[src/rtl/col_idct_8pt.sv]
// Single-column 8-point inverse DCT (Chen-Wang, nanojpeg constants) with level shift and clipping.
// Output register loads f(col_idct_ip) every cycle: 8 pixel words plus a shortcut status word.
module col_idct_8pt (
    input  logic         clk,
    input  logic         reset,
    input  logic [255:0] col_idct_ip,
    output logic [287:0] col_idct_op
);

    typedef logic signed [31:0] s32_t;

    localparam s32_t W1   = 32'sd2841;
    localparam s32_t W2   = 32'sd2676;
    localparam s32_t W3   = 32'sd2408;
    localparam s32_t W5   = 32'sd1609;
    localparam s32_t W6   = 32'sd1108;
    localparam s32_t W7   = 32'sd565;
    localparam s32_t C181 = 32'sd181;

    function automatic logic [31:0] clip8(input s32_t v);
        if (v < 0)
            return 32'd0;
        else if (v > 255)
            return 32'd255;
        else
            return {24'd0, v[7:0]};
    endfunction

    function automatic logic [31:0] pix(input s32_t v);
        return clip8((v >>> 14) + 32'sd128);
    endfunction

    s32_t         in_w [8];
    s32_t         x0, x1, x2, x3, x4, x5, x6, x7, x8, x0b;
    s32_t         t1, t2, t3;
    s32_t         a, b, c, d, e, g, h, m, r, s;
    logic [31:0]  px [8];
    logic [31:0]  dc;
    logic         shortcut;
    logic [287:0] next_op;

    always_comb begin
        for (int unsigned k = 0; k < 8; k++)
            in_w[k] = s32_t'(col_idct_ip[32*k +: 32]);

        shortcut = (col_idct_ip[255:32] == '0);
        dc       = clip8(((in_w[0] + 32'sd32) >>> 6) + 32'sd128);

        // Full path is always evaluated so every intermediate is assigned each pass.
        x1  = in_w[4] <<< 8;
        x0  = (in_w[0] <<< 8) + 32'sd8192;

        t1  = W7 * (in_w[1] + in_w[7]) + 32'sd4;
        x4  = (t1 + (W1 - W7) * in_w[1]) >>> 3;
        x5  = (t1 - (W1 + W7) * in_w[7]) >>> 3;

        t2  = W3 * (in_w[5] + in_w[3]) + 32'sd4;
        x6  = (t2 - (W3 - W5) * in_w[5]) >>> 3;
        x7  = (t2 - (W3 + W5) * in_w[3]) >>> 3;

        x8  = x0 + x1;
        x0b = x0 - x1;

        t3  = W6 * (in_w[2] + in_w[6]) + 32'sd4;
        x2  = (t3 - (W2 + W6) * in_w[6]) >>> 3;
        x3  = (t3 + (W2 - W6) * in_w[2]) >>> 3;

        a = x4 + x6;
        b = x4 - x6;
        c = x5 + x7;
        d = x5 - x7;
        e = x8 + x3;
        g = x8 - x3;
        h = x0b + x2;
        m = x0b - x2;

        r = (C181 * (b + d) + 32'sd128) >>> 8;
        s = (C181 * (b - d) + 32'sd128) >>> 8;

        px[0] = pix(e + a);
        px[1] = pix(h + r);
        px[2] = pix(m + s);
        px[3] = pix(g + c);
        px[4] = pix(g - c);
        px[5] = pix(m - s);
        px[6] = pix(h - r);
        px[7] = pix(e - a);

        next_op = '0;
        for (int unsigned k = 0; k < 8; k++)
            next_op[32*k +: 32] = shortcut ? dc : px[k];
        next_op[256] = shortcut;
    end

    always_ff @(posedge clk) begin
        if (reset)
            col_idct_op <= '0;
        else
            col_idct_op <= next_op;
    end

endmodule

[config.mk]
export PLATFORM = sky130hd
export DESIGN_NAME = col_idct_8pt
export DESIGN_NICKNAME = d
export VERILOG_FILES = /design/src/rtl/col_idct_8pt.sv
export SDC_FILE = /design/constraint.sdc
export NUM_CORES = 2
export LEC_CHECK = 0
export CORE_ASPECT_RATIO = 0.75
export CORE_MARGIN = 1.5
export CORE_UTILIZATION = 35
export CTS_CLUSTER_DIAMETER = 200
export DETAILED_ROUTE_END_ITERATION = 10
export HOLD_SLACK_MARGIN = 0.02
export PLACE_DENSITY = 0.53
export SLEW_MARGIN = 20
export SYNTH_ARGS = -nofsm -noshare
export SYNTH_HDL_FRONTEND = slang
export SYNTH_SLANG_ARGS = --single-unit
[constraint.sdc]
create_clock -name clk -period 27.6 [get_ports clk]
set_input_delay 5.52 -clock clk [delete_from_list [all_inputs] [get_ports clk]]
set_output_delay 5.52 -clock clk [all_outputs]
set_load 0.03 [all_outputs]
# ---- Word level (Yosys, flattened, before mapping)
# Index checks and enable logic that the tools add are counted.
dict set report op_classes {
  addsub 45
  mul 11
  n_lt_le_gt_ge 18
  muxes 26
  reduce_logical 1
}
# operator count
set op_table {}
lappend op_table {{$mux W32} 12}
lappend op_table {{$logic_not A224 Y1} 1}
lappend op_table {{$add A32 B32 Y32} 6}
lappend op_table {{$sub A32 B32 Y32} 5}
lappend op_table {{$add A18 B9 Y19 const B} 8}
lappend op_table {{$gt A19 B9 Y1 const B} 8}
lappend op_table {{$lt A19 B1 Y1 const B} 8}
lappend op_table {{$mux W8} 14}
lappend op_table {{$add A32 B4 Y32 const B} 3}
lappend op_table {{$add A32 B24 Y32} 2}
lappend op_table {{$add A32 B29 Y32} 2}
lappend op_table {{$add A32 B30 Y32} 2}
lappend op_table {{$add A32 B9 Y32 const B} 2}
lappend op_table {{$mul A10 B32 Y29 const A} 2}
lappend op_table {{$mul A11 B32 Y32 const A} 2}
lappend op_table {{$mul A9 B31 Y32 const A} 2}
lappend op_table {{$sub A32 B24 Y32} 2}
lappend op_table {{$sub A32 B29 Y32} 2}
lappend op_table {{$sub A32 B30 Y32} 2}
lappend op_table {{$add A29 B29 Y30} 2}
lappend op_table {{$sub A29 B29 Y30} 2}
lappend op_table {{$add A32 B15 Y32 const B} 1}
lappend op_table {{$add A32 B7 Y32 const B} 1}
lappend op_table {{$mul A10 B32 Y30 const A} 1}
lappend op_table {{9 further kinds} 9}
dict set report totals {
  reg_bits 288
  inputBits 258
  output_inout_bits 288
}

# ---- Longest topological paths before layout
dict set report depth {
  depth_word 14
  ltp_mapped 97
}

# ---- Least setup slack after synthesis
# No wires, ideal clock.
dict set report synth_path {
  path_type {input to register}
  from {in col_idct_ip[97]}
  to {reg col_idct_op[64]}
  setup_ps 141
  arrival_time_ps 25041
  t_required_ps 27459
  setup_slack_ps 2418
  cell_stages 85
  n_path_buf 2
  cell_sequence {ha_1 > a21o_1 > a21oi_1 > o21ai_0 > a2111oi_0 > nor2_1 > xor2_1 > ha_1 > ha_1 > inv_1 > fa_1 > inv_1 > fa_1 > inv_1 > fa_1 > inv_1 > ha_1 > a21boi_0 > [... 49 more ...] > a41oi_1 > nand2_1 > a31oi_1 > xnor3_1 > ha_1 > clkbuf_1 > nor2_1 > a311oi_1 > xnor2_1 > or4_1 > or2_2 > or3_1 > nor4_1 > o2111ai_1 > o311ai_1 > o21ai_2 > nor2_1 > o21ai_0}
}
dict set report synth_via {
  elab_chain_cells 14
}
# element line
set synth_rtl {}
lappend synth_rtl {{start: declaration} 6} ;# input logic [255:0] col_idct_ip,
lappend synth_rtl {{$add A32 B32 Y32} 57} ;# t2 = W3 * (in_w[5] + in_w[3]) + 32'sd4;
lappend synth_rtl {{$mul A10 B32 Y29} 57}
lappend synth_rtl {{$add A32 B4 Y32} 57}
lappend synth_rtl {{$sub A32 B32 Y32 (on tied branches)} {58, 59}}
lappend synth_rtl {{$sub A29 B29 Y30 (on tied branches)} {69, 71}}
lappend synth_rtl {{$sub A30 B30 Y31} 78} ;# s = (C181 * (b - d) + 32'sd128) >>> 8;
lappend synth_rtl {{$mul A9 B31 Y32} 78}
lappend synth_rtl {{$add A32 B9 Y32} 78}
lappend synth_rtl {{$add A32 B24 Y32} 82} ;# px[2] = pix(m + s);
lappend synth_rtl {{$add A18 B9 Y19} 30} ;# return clip8((v >>> 14) + 32'sd128);
lappend synth_rtl {{$gt A19 B9 Y1} 23} ;# else if (v > 255)
lappend synth_rtl {{$mux W8} 23}
lappend synth_rtl {{$mux W32} 21} ;# if (v < 0)
lappend synth_rtl {{$mux W32 (*)} 91} ;# next_op[32*k +: 32] = shortcut ? dc : px[k];
lappend synth_rtl {{end signal: assignment} 99} ;# col_idct_op <= next_op;
lappend synth_rtl {{end: declaration} 7} ;# output logic [287:0] col_idct_op
# Mark *: on every way between the ends. The rest lies on a longest branch, timed or not.
# A chain may end at the register's enable or synchronous reset.

# ---- Worst setup path after layout
dict set report layout_path {
  from {in col_idct_ip[97]}
  to {reg col_idct_op[71]}
}
# The elaborated chain is that of the path after synthesis.

==> qor.txt <==
status = complete, no violations
IO buf count = 322
Initial Util = 35.2%
total number of vias = 73.0k
share of layout cells above drive strength 1 = 2.33%
max FFs per register = 65
Hold Startpoint = reset
Setup-failing EPs final = 0
Vias per Instance = 5.07
DR pass1 iterations = 7
crit path max fanout = 8
Layout Nets = 14.3k
HP Class = in2reg
initial antenna violation count = 25
Synth cell types = 112
period utilization = 95.9%
Final Instance Area = 96,800 µm²
fillers = 26.1k
Placed Cells = 14.4k
hold_buf cts = 0
CTS tree = done
Congestion Overflow GR = 0
largest net degree at the start of global routing = 17
Top Registers = col_idct_op (65)
worst stage delay on the critical path = 0.64 ns
P&R area growth vs syn = 8.19%
final slew viol count = 0
register clock-pin slew on the reported worst setup and hold paths = 0.07 ns
critical path launch point type = input pin
IO Pins = 546
placed cell area = 96,100 µm²
drt total wl = 286 mm
crit-path most repeated cell = fa_1
1st-iter DRT viols = 4,933
largest area contributor in the netlist = ha_1
worst hold stages = 2
routability cong. = 0.918
die area = 259,000 µm²
number of max-cap violations = 0
Syn Inst Count = 10.7k
#FFs+latches synth = 65
met2 WL = 119 mm
register area share after synthesis = 1.45%
top layer in use = met5
GRT Total Usage = 21.8%
Synth area leaders = ha_1, fa_1, inv_1
Worst Path Arrival = 26.67 ns
CP max stage cell = a21oi_1
Die H = 441 µm
Cell Count, Final, Fillers Out = 14.4k
FFs w/ async S/R, synth = 0%
Worst Setup End Kind = register
Core ar. = 254,000 µm²
max frequency = 37.8 MHz
synth warn = 0
Final Hold Fails = 0
EDFF count, synth = 0
Layout Utilization = 38.1%
Slew @ Worst Pin = 1.07 ns
first-pass GRT wire length = 434 mm
Post-Syn Area = 89,400 µm²
CTS root buffer = clkbuf_16
CP Data Required Time = 27.79 ns
Post-DP HPWL = 261 mm
Post-DRT Antenna Nets = 0
WL per Instance = 19.9 µm
Setup CP Type = in2reg
WHS = 6.01 ns
DRC = 0
Die W = 587 µm
DRT met1 WL = 147 mm
vias in the first global route = 72.5k
main flop type after synthesis = dfxtp_1
Slew HR = 28.0%
Final min period = 26.48 ns
CTS max path bufs = 2
met3 WL post-DR = 15.8 mm
hold endpoint = col_idct_op[38]
Largest Register = col_idct_op
htree depth = 3
post-synth top area share = 30.1%
FP Rows = 160
CTS Buf Count = 9
syn_area_per_cell = 8.36 µm²
Sink Count = 65
==> how the worst max path moves through the flow <==
stage / slack [ns] / cells past startpoint / to / startpoint
2_1_floorplan: 2.42 / 85 / col_idct_op[64] / col_idct_ip[97]
3_3_place_gp: 0.14 / 90 / col_idct_op[71] / col_idct_ip[161]
3_5_place_dp: -0.06 / 87 / col_idct_op[65] / col_idct_ip[97]
4_1_cts: 0.26 / 85 / col_idct_op[71] / col_idct_ip[161]
5_1_grt: -0.002 / 87 / col_idct_op[33] / col_idct_ip[97]
6_report: 1.12 / 77 / col_idct_op[71] / col_idct_ip[97]
==> cell type report <==
cell class              count  area (µm²)  area share [%]
diodes                      9        22.5          0.0233
clock buffers               9         225           0.233
clock inverters             7        53.8          0.0556
inverters                2118        7950            8.22
multi-input cells        8380       79100            81.8
flip-flops and latches     65        1300            1.34
well taps                3402        4260            4.40
repair buffers            400        3810            3.94
==> synth_stat cells (all sizes together) (119+ instances only) <==
library cell / n
nand2: 339
inv: 2117
xor2: 303
o21ai: 384
xnor2: 739
clkbuf: 119
a21oi: 577
nor2: 693
buf: 243
ha: 2150
o21bai: 146
a21o: 158
fa: 935
nor3: 235
nand3: 147
==> critical path, delay by kind of cell <==
kind                     cells  cell delay (ns)
AO/OA/AOI/OAI               24             5.22
XOR/XNOR                    11             2.67
adder cells (fa/ha/maj)     21             8.97
buffers and inverters        9             1.27
AND/OR/NAND/NOR             12             2.97
==> cells in the final DEF, fill, tap and decap left out, types with 73 or more instances in the layout <==
master,synthesis,layout
nand2b_1,116,116
nor3_1,234,233
a21o_1,158,158
xnor2_1,736,726
o21bai_1,146,146
nand2_1,338,338
nand3_1,147,147
conb_1,1,223
nor2b_1,103,103
o21ai_0,355,349
buf_4,224,78
fa_1,935,935
inv_1,2117,2116
nor2_1,693,693
o21a_1,88,88
xor2_1,303,298
clkdlybuf4s50_1,0,320
a21oi_1,575,572
ha_1,2150,2147
and3_1,73,73
==> through the flow <==
step | TNS [ns] | setup slack [ns]
2_1_floorplan | 0 | 2.42
3_3_place_gp | 0 | 0.142
3_5_place_dp | -0.158 | -0.0623
4_1_cts | 0 | 0.265
5_1_grt | -0.00190 | -0.00190
6_report | 0 | 1.12
==> cell families (layout without fill, tap and decap cells) <==
| family | Yosys count | count (layout) | synth area share (%) |
|---|---|---|---|
| multiplexers | 21 | 21 | 0.259 |
| buffers and inverters | 2480 | 2534 | 11.4 |
| other | 1 | 232 | 0.00419 |
| XOR/XNOR | 1055 | 1055 | 10.6 |
| AND/OR/NAND/NOR | 2076 | 2076 | 11.4 |
| adder cells (fa/ha/maj) | 3086 | 3086 | 51.0 |
| flip-flops | 65 | 65 | 1.45 |
| AO/OA/AOI/OAI | 1919 | 1919 | 14.0 |
==> routing by layer <==
| metal | vias up | GRT usage (%) |
|---|---|---|
| met4 | 26 | 3.39 |
| met5 | - | 0 |
| met1 | 35533 | 33.1 |
| li1 | 35474 | - |
| met2 | 1775 | 33.4 |
| met3 | 164 | 2.17 |
==> what timing repair did <==
action	CTS	global route
setup endpoints to repair	0	32
hold endpoints to repair	0	0
resized for setup	0	57
setup buffers	0	5
Power is left out: the tool's default activity adds up to more than one toggle a clock period on the data nets, which glitch-free logic cannot reach.
